<file path="src/rtl/song_reader_pkg.sv">
// Shared definitions for the song sequencer: widths, ROM word layout and
// the sequencer state encoding.
package song_reader_pkg;

  localparam int NOTE_W = 6;
  localparam int DUR_W  = 6;
  localparam int SONG_W = 2;
  localparam int IDX_W  = 5;

  // ROM word is {note, duration}
  localparam int DUR_LSB  = 0;
  localparam int NOTE_LSB = DUR_W;

  localparam int TERMINATOR_DUR = 0;

  typedef enum logic [2:0] {
    S_IDLE,
    S_FETCH,
    S_DATA,
    S_LOAD,
    S_PLAY,
    S_DONE
  } state_t;

endpackage

</file>
<file path="src/rtl/song_reader.sv">
// Walks one song's note list in the external song ROM, hands each note to the
// note player with a load strobe, and waits for the player before moving on.
module song_reader #(
  parameter int NOTE_W = song_reader_pkg::NOTE_W,
  parameter int DUR_W  = song_reader_pkg::DUR_W,
  parameter int SONG_W = song_reader_pkg::SONG_W,
  parameter int IDX_W  = song_reader_pkg::IDX_W
) (
  input  logic                      clk,
  input  logic                      reset_n,
  input  logic                      play,
  input  logic [SONG_W-1:0]         song,
  input  logic                      note_done,
  output logic [SONG_W+IDX_W-1:0]   rom_addr,
  input  logic [NOTE_W+DUR_W-1:0]   rom_data,
  output logic [NOTE_W-1:0]         note,
  output logic [DUR_W-1:0]          duration,
  output logic                      new_note,
  output logic                      song_done
);
  import song_reader_pkg::*;

  state_t                    state_q, state_d;
  logic [IDX_W-1:0]          idx_q, idx_d;
  logic [SONG_W-1:0]         song_q, song_d;
  logic                      play_q;
  logic [SONG_W+IDX_W-1:0]   rom_addr_q;
  logic [NOTE_W-1:0]         note_q;
  logic [DUR_W-1:0]          dur_q;
  logic                      capture;

  logic [NOTE_W-1:0] rom_note;
  logic [DUR_W-1:0]  rom_dur;
  logic              play_rise;
  logic              song_change;

  assign rom_note  = rom_data[NOTE_LSB +: NOTE_W];
  assign rom_dur   = rom_data[DUR_LSB +: DUR_W];
  assign play_rise = play & ~play_q;
  // A new selection mid-song restarts from its first note; IDLE tracks song anyway
  assign song_change = (song != song_q) && (state_q != S_IDLE) && (state_q != S_DONE);

  always_comb begin
    state_d = state_q;
    idx_d   = idx_q;
    song_d  = song_q;
    capture = 1'b0;
    unique case (state_q)
      S_IDLE: begin
        song_d = song;
        if (play_rise) state_d = S_FETCH;
      end
      S_FETCH: state_d = S_DATA;
      S_DATA: begin
        capture = 1'b1;
        state_d = (rom_dur == DUR_W'(TERMINATOR_DUR)) ? S_DONE : S_LOAD;
      end
      S_LOAD: begin
        if (play) state_d = S_PLAY;
      end
      S_PLAY: begin
        if (note_done && play) begin
          if (&idx_q) begin
            state_d = S_DONE;
          end else begin
            idx_d   = idx_q + 1'b1;
            state_d = S_FETCH;
          end
        end
      end
      S_DONE: begin
        idx_d   = '0;
        state_d = S_IDLE;
      end
      default: state_d = S_IDLE;
    endcase

    if (song_change) begin
      idx_d   = '0;
      song_d  = song;
      capture = 1'b0;
      state_d = S_FETCH;
    end
  end

  always_ff @(posedge clk or negedge reset_n) begin
    if (!reset_n) begin
      state_q <= S_IDLE;
      idx_q   <= '0;
      song_q  <= '0;
      play_q  <= 1'b0;
    end else begin
      state_q <= state_d;
      idx_q   <= idx_d;
      song_q  <= song_d;
      play_q  <= play;
    end
  end

  // Address is loaded on entry to FETCH so the synchronous ROM answers in DATA
  always_ff @(posedge clk or negedge reset_n) begin
    if (!reset_n) begin
      rom_addr_q <= '0;
      note_q     <= '0;
      dur_q      <= '0;
    end else begin
      if (state_d == S_FETCH) rom_addr_q <= {song_d, idx_d};
      if (capture) begin
        note_q <= rom_note;
        dur_q  <= rom_dur;
      end
    end
  end

  assign rom_addr  = rom_addr_q;
  assign note      = note_q;
  assign duration  = dur_q;
  assign new_note  = (state_q == S_LOAD) && play;
  assign song_done = (state_q == S_DONE);

endmodule

</file>
<file path="config.mk">
export PLATFORM = sky130hd
export DESIGN_NAME = song_reader
export DESIGN_NICKNAME = d
export VERILOG_FILES = /design/src/rtl/song_reader_pkg.sv /design/src/rtl/song_reader.sv
export SDC_FILE = /design/constraint.sdc
export NUM_CORES = 1
export LEC_CHECK = 0
export CORE_ASPECT_RATIO = 1.2
export CORE_MARGIN = 4
export CORE_UTILIZATION = 52
export CTS_CLUSTER_DIAMETER = 200
export CTS_CLUSTER_SIZE = 8
export DETAILED_ROUTE_END_ITERATION = 10
export PLACE_DENSITY = 0.88
export SYNTH_ARGS = -nofsm -noshare
export SYNTH_HDL_FRONTEND = slang
export SYNTH_SLANG_ARGS = --single-unit
</file>
<file path="constraint.sdc">
create_clock -name clk -period 5.43 [get_ports clk]
set_input_delay 1.3575 -clock clk [delete_from_list [all_inputs] [get_ports clk]]
set_output_delay 1.3575 -clock clk [all_outputs]
set_load 0.01 [all_outputs]
</file>
# After elaboration in Yosys (flattened, before gate mapping)
# Index checks and enable logic that the tools add are counted.
# word_totals
regBits	30
word_cells	41
in_bits	18
output_inout_bits	21
# op_classes
n_bitwise	2
n_reduce_logical	8
n_eq_ne	8
n_addsub	1
muxes	15
# op_table
operator	n
$mux W3	6
$mux W5	3
$pmux W3 S5	1
$pmux W5 S2	1
$eq A3 B1 Y1 const B	2
$eq A3 B2 Y1 const B	2
$eq A3 B3 Y1 const B	2
$logic_not A6 Y1	1
$add A5 B1 Y5 const B	1
$reduce_and A5 Y1	1
$logic_and A1 B1 Y1	4
$mux W2	2
$logic_not A3 Y1	1
$ne A3 B3 Y1 const B	1
$reduce_bool A3 Y1	1
$mux W1	2
$ne A2 B2 Y1	1
$and A1 B1 Y1	1
$not A1 Y1	1

# Longest topological paths before layout
# Gate-level depths: netlist (run 1).
# logic_depth
word_depth	6
depth_mapped	7
depth_no_buf	6

# Worst setup path after synthesis (run 1)
# OpenSTA, ideal clock, no wires.
# synth_path
path_kind	input to output
start	input play
end	output new_note
stages	2
t_arrival_ns	1.823
path_slack_ns	2.249
path_buffers	0
t_required_ns	4.073
path_cell_list	nand2_1 -> nor3b_1
# synth_via
elab_chain_len	1
# synth_lines
item	line_no	rtl
start: declaration	song_reader.sv:11	input logic play,
$logic_and A1 B1 Y1	song_reader.sv:118	assign new_note = (state_q == S_LOAD) && play;
end: declaration	song_reader.sv:18	output logic new_note,
# No other way between the ends.

# Worst setup path in the final report (run 1)
# Same ends and word-level chain as after synthesis.

==> results.md, run 1 <==
* CP Max Fanout at 6
* Vias at 1144
* Peak Freq at 233 MHz
* Max_cap viols at 0
* Vias in the first global route at 1224
* Gr usage total at 19.2%
* Comb pwr share at 39.2%
* Clock power share at 15.9%
* Leak Pwr at 0.832 nW
* Max Slew Vio Count at 0
* Worst setup EP type: output pin
* Top Ports at 39
* Synth unique cells at 39
* TNS Setup at 0 ns
* I/O Buffers at 38
* Via/cell ratio at 5.72
* Net Switching at 0.000221 W
* Synthesized flop and latch total at 30
* Commonest non-fill, non-tap cell in the layout: clkdlybuf4s50_1
* Fin crit share at 79.1%
* Number of cells on the critical path at 4
* Rows at 21
* Crit path DAT at 2.94 ns
* RSZ-0062 raised after global routing: false
* Hold Crit Class: flip-flop to flip-flop
* DRC at 0
* Int Pwr at 0.000505 W
* First-pass GRT wire length at 5550 µm
* EDFF count, synth at 0
* Reg clk slew, reported paths at 0.08 ns
* RR Endpoint: rom_addr[6]$_DFFE_PN0N_
* Syn_area_per_cell at 12.2 µm²
* Most used routing layer: met2
* Core Region at 2790 µm²
* Grt ovf at 0
* GR Util met1 at 20.6%
* Worst slew pin tran at 0.524 ns
* Most frequent cells in the layout: clkdlybuf4s50_1 (38), dfrtp_1 (30), mux2_2 (20)
* Ys async rst share at 100%
* Crit path top cell by count: clkdlybuf4s50_1
* Nets at 185
* DRT Wirelength at 3190 µm
* CP max stage delay at 0.62 ns
* First-iteration detailed-routing DRC count at 42
* Top_reg_cell synth: dfrtp_1
* Die Width at 57.2 µm
* CTS buffer count at 5
* Post-CTS setup buffers at 0
* R2R depth at 6
* Antenna Violating Nets Remaining at 0
* Synthesized instance count at 124
* Critical path data required time at 4.07 ns
* TritonCTS clock tree: yes
* VDD IR max at 0.322 mV
* Initial Util at 54.2%
* Crit path launch type: input pin
* Post-synth net total at 143
* Delay-heaviest family, CP: buffers and inverters
* Max Buffers Root-to-Sink at 2
* Reg2Reg Launch Point: idx_q[0]$_DFF_PN0_
* Initial antenna violation count at 0
* R2R Setup Slk at 3.33 ns
* H-tree lvl count at 2
* Grt met3 use at 6.78%
* Min cycle time layout at 4.30 ns
* Die Y at 67.0 µm
* WP buf/inv at 2
* Final setup fails at 0
* Utilization after layout at 70.0%
* Post-CTS sizing at 0
* P&R area growth vs syn at 29.2%
* Clk_skew at 0.00826 ns
* Worst skew pair latency at 0.32 ns
* DR pass1 iterations at 5
* DP Wirelength at 2390 µm
* Root Driver: clkbuf_4
* Setup crit end: new_note
* Antenna cell count at 0
* Fin. Hold Viols at 0
* Crit path kind: input pin to output pin
* Run status: completed
* Hold Path Stages at 1
* Gpl congestion at 0.873
* Clock sink count at 30
* Slowest library cell on the worst path: clkdlybuf4s50_1
* Setup crit start: play
* YS warnings at 0
* Mapped Area at 1510 µm²
* Drt wl/cell at 16.0 µm
* Met2 GRT Util at 34.4%
* Worst-path cell chain: clkdlybuf4s50_1 > nand2_1 > nor3b_1 > clkdlybuf4s50_1
* Seq/Total Area, Yosys at 49.8%
* CTS Hold Buffers Added at 0
* Largest net degree at the start of global routing at 31
* Reg power frac at 44.9%
* Slew HR at 65.0%
* Die area at 3830 µm²
* PwrDens at 373 nW/µm²
* Switch share at 30.5%
* Layout cell share with drive strength beyond 1 at 22.3%
==> flip-flops by register name, indices dropped and copies added (netlist names) <==
name	flops
rom_addr	7
song_q	2
idx_q	5
duration	6
note	6
state_q	3
play_q	1
==> through the flow <==
step	hold slack, ns	power [W]	setup WS (ns)	area, µm²	cells
final	0.507	0.000726	1.13	1950	200
after global routing	0.521	0.000773	1.02	1950	200
after CTS	0.512	0.000733	1.14	1950	200
after detailed placement	0.492	0.000616	1.14	1900	193
after global placement	0.487	0.000606	1.17	1900	193
after floorplan	0.550	0.000472	2.25	1510	124
==> layer usage <==
layer	part of all wire [%]	vias to the layer above
met5	0	-
met4	2.3	0
met3	6.1	10
met2	54	44
met1	38	560
li1	-	530
==> power by group through the flow <==
stage	Sequential [W]	Clock, W	Combinational (W)
4_1_cts	0.000325	0.000119	0.000289
6_report	0.000326	0.000115	0.000285
5_1_grt	0.000334	0.000130	0.000309
2_1_floorplan	0.000341	0	0.000131
3_3_place_gp	0.000325	0	0.000282
3_5_place_dp	0.000329	0	0.000287
==> synth_stat cells, drive strengths merged (3+ instances only) <==
cell type,instances,area share (%)
nand3,3,0.99
nand2,8,2.0
a31oi,3,1.2
dfrtp,30,50
mux2,21,16
a211oi,3,1.5
nor2,4,2.1
buf,4,2.3
a21oi,8,2.7
nor3,4,1.3
inv,7,1.7
==> how the worst min path moves through the flow <==
| stage | startpoint | to | slack [ns] |
|---|---|---|---|
| after floorplan | rom_addr[0]$_DFFE_PN0N_ | rom_addr[0]$_DFFE_PN0N_ | 0.55 |
| after global placement | duration[2]$_DFFE_PN0P_ | duration[2]$_DFFE_PN0P_ | 0.49 |
| after detailed placement | rom_addr[6]$_DFFE_PN0N_ | rom_addr[6]$_DFFE_PN0N_ | 0.49 |
| after CTS | rom_addr[3]$_DFFE_PN0N_ | rom_addr[3]$_DFFE_PN0N_ | 0.51 |
| after global routing | rom_addr[4]$_DFFE_PN0N_ | rom_addr[4]$_DFFE_PN0N_ | 0.52 |
| final | rom_addr[4]$_DFFE_PN0N_ | rom_addr[4]$_DFFE_PN0N_ | 0.51 |
==> cell families after synthesis <==
| family | count (synthesis) | synth area share (%) |
|---|---|---|
| compound gates | 25 | 13.3 |
| xor+xnor | 2 | 2.16 |
| fa+ha+maj | 1 | 0.829 |
| buf+inv | 11 | 4.06 |
| simple gates | 34 | 14.0 |
| flops | 30 | 49.8 |
| mux | 21 | 15.9 |
==> layout make-up <==
cell class	count	area, µm²
multi-input cells	83	697
clock buffers	7	45.0
repair buffers	39	388
fillers	209	836
inverters	7	26.3
well taps	34	42.5
flip-flops and latches	30	751
Power figures use the tool's default switching activity.
==> run 2, diff against run 1 <==
- CORE_UTILIZATION: 52 -> 48
- PLACE_DENSITY: 0.88 -> 0.83
- clock period: 5.43 -> 4.3 ns (I/O delays scaled with it)
==> results.md, run 2 (synthesis results as in run 1) <==
* Layout fillers at 254 (was 209)
* Most frequent cells in the layout: clkdlybuf4s50_1 (38), dfrtp_1 (30), mux2_2 (20) (unchanged)
* Die Y at 69.4 µm (was 67.0 µm)
* CTS Hold Buffers Added at 0 (unchanged)
* Max Slew Vio Count at 0 (unchanged)
* Met2 GRT Util at 26.5% (was 34.4%)
* Number of cells on the critical path at 4 (unchanged)
* H-tree lvl count at 2 (unchanged)
* Core Region at 3030 µm² (was 2790 µm²)
* Reg clk slew, reported paths at 0.09 ns (was 0.08 ns)
* DR pass1 iterations at 4 (was 5)
* Critical path data required time at 3.22 ns (was 4.07 ns)
* Placed insts at 195 (was 193)
* TNS Setup at 0 ns (unchanged)
* Drt wl/cell at 15.0 µm (was 16.0 µm)
* Crit path kind: input pin to output pin (unchanged)
* TritonCTS clock tree: yes (unchanged)
* Multi-input gate area in the final layout at 697 µm² (unchanged)
* Post-CTS setup buffers at 0 (unchanged)
* Post-CTS sizing at 0 (unchanged)
* Root Driver: clkbuf_4 (unchanged)
* Layout Cells excl Fill at 203 (was 200)
* Final instance area at 1970 µm² (was 1950 µm²)
* Storage cell area at 751 µm² (unchanged)
* Hold Path Stages at 1 (unchanged)
* I/O Buffers at 38 (unchanged)
* Hold Crit Class: flip-flop to flip-flop (unchanged)
* Max Buffers Root-to-Sink at 2 (unchanged)
* Delay-heaviest family, CP: buffers and inverters (unchanged)
* Initial antenna violation count at 0 (unchanged)
* Fin crit share at 86.4%
* Crit path launch type: input pin (unchanged)
* Vias at 1124 (was 1144)
* Initial Util at 49.8% (was 54.2%)
* Worst-path cell chain: clkdlybuf4s50_1 > nand2_1 > nor3b_1 > clkdlybuf4s50_1 (unchanged)
* Crit path DAT at 2.64 ns (was 2.94 ns)
* Via/cell ratio at 5.54 (was 5.72)
* Clk_skew at 0.00457 ns (was 0.00826 ns)
* CTS buffer count at 5 (unchanged)
* Fin. Hold Viols at 0 (unchanged)
* Leak Pwr at 0.842 nW (was 0.832 nW)
* First-iteration detailed-routing DRC count at 43 (was 42)
* Die Width at 59.2 µm (was 57.2 µm)
* Layout cell share with drive strength beyond 1 at 23.4% (was 22.3%)
* R2R depth at 6 (unchanged)
* Crit path top cell by count: clkdlybuf4s50_1 (unchanged)
* DRC at 0 (unchanged)
* Run status: completed (unchanged)
* CP max stage delay at 0.61 ns (was 0.62 ns)
* Gr usage total at 17.4% (was 19.2%)
* Slew HR at 66.4% (was 65.0%)
* Peak Freq at 269 MHz
* WP buf/inv at 2 (unchanged)
* Commonest non-fill, non-tap cell in the layout: clkdlybuf4s50_1 (unchanged)
* Top Ports at 39 (unchanged)
* Clock sink count at 30 (unchanged)
* Max_cap viols at 0 (unchanged)
* Nets at 185 (unchanged)
* Antenna cell count at 0 (unchanged)
* Final setup fails at 0 (unchanged)
* RSZ-0062 raised after global routing: false (unchanged)
* Pwr Total at 0.000940 W (was 0.000726 W)
* Die area at 4110 µm² (was 3830 µm²)
* Grt ovf at 0 (unchanged)
* First-pass GRT wire length at 5420 µm (was 5550 µm)
* Worst slew pin tran at 0.504 ns (was 0.524 ns)
* DRT Wirelength at 3050 µm (was 3190 µm)
* DP Wirelength at 2350 µm (was 2390 µm)
* Min cycle time layout at 3.71 ns
* Worst setup EP type: output pin (unchanged)
* Grt met3 use at 5.77% (was 6.78%)
* Gpl congestion at 0.842 (was 0.873)
* GR Util met1 at 21.5% (was 20.6%)
* Worst skew pair latency at 0.33 ns (was 0.32 ns)
* Rows at 22 (was 21)
* Most used routing layer: met2 (unchanged)
* VDD IR max at 0.370 mV (was 0.322 mV)
* P&R area growth vs syn at 30.3% (was 29.2%)
* PwrDens at 478 nW/µm² (was 373 nW/µm²)
* Placed cell area at 1910 µm² (was 1900 µm²)
* CP Max Fanout at 6 (unchanged)
* Vias in the first global route at 1175 (was 1224)
* Max reg flops at 7 (unchanged)
* Largest net degree at the start of global routing at 31 (unchanged)
* Slowest library cell on the worst path: clkdlybuf4s50_1 (unchanged)
* Antenna Violating Nets Remaining at 0 (unchanged)
## run 2: cell count changes in the layout (fill, tap and decap cells not counted), sizes merged
cell,previous run,this run
clkinv,0,1
## run 2: final cells by class
cell class	instances	share of cell area (%)
clock buffer	7	2.80
clock inverter	1	0.254
inverter	7	1.34
multi-input combinational	83	35.4
sequential	30	38.2
tap	36	2.29
timing repair buffer	39	19.7
## run 2: where the power goes
| part | internal [W] | switching [W] |
|---|---|---|
| combinational | 0.000222 | 0.000135 |
| sequential | 0.000355 | 0.0000544 |
| clock | 0.0000791 | 0.0000952 |
| total | 0.000655 | 0.000285 |
## run 2: per-layer routing
metal | up-vias | share of wire, %
met5 | - | 0
met4 | 0 | 2.5
met3 | 9 | 4.9
met2 | 25 | 52
met1 | 554 | 41
li1 | 536 | -
## run 2: stage by stage
| stage | worst slack (ns) | util [%] | hold slack, ns |
|---|---|---|---|
| global route | 0.501 | 65.0 | 0.537 |
| global placement | 0.641 | 63.0 | 0.487 |
| floorplan | 1.68 | - | 0.550 |
| detailed placement | 0.584 | 63.0 | 0.492 |
| CTS | 0.572 | 65.0 | 0.513 |
| finish | 0.585 | 65.0 | 0.509 |
## run 2: path summary, 6_finish.rpt
path,start,endpoint,slack (ns)
hold reg to reg,note[2]$_DFFE_PN0P_,note[2]$_DFFE_PN0P_,0.51
min in group asynchronous,reset_n,state_q[1]$_DFF_PN0_,1.13
max in group asynchronous,reset_n,rom_addr[3]$_DFFE_PN0N_,2.90
setup reg to reg,idx_q[0]$_DFF_PN0_,rom_addr[6]$_DFFE_PN0N_,2.23
setup / recovery,play,new_note,0.59
hold / removal,note[2]$_DFFE_PN0P_,note[2]$_DFFE_PN0P_,0.51
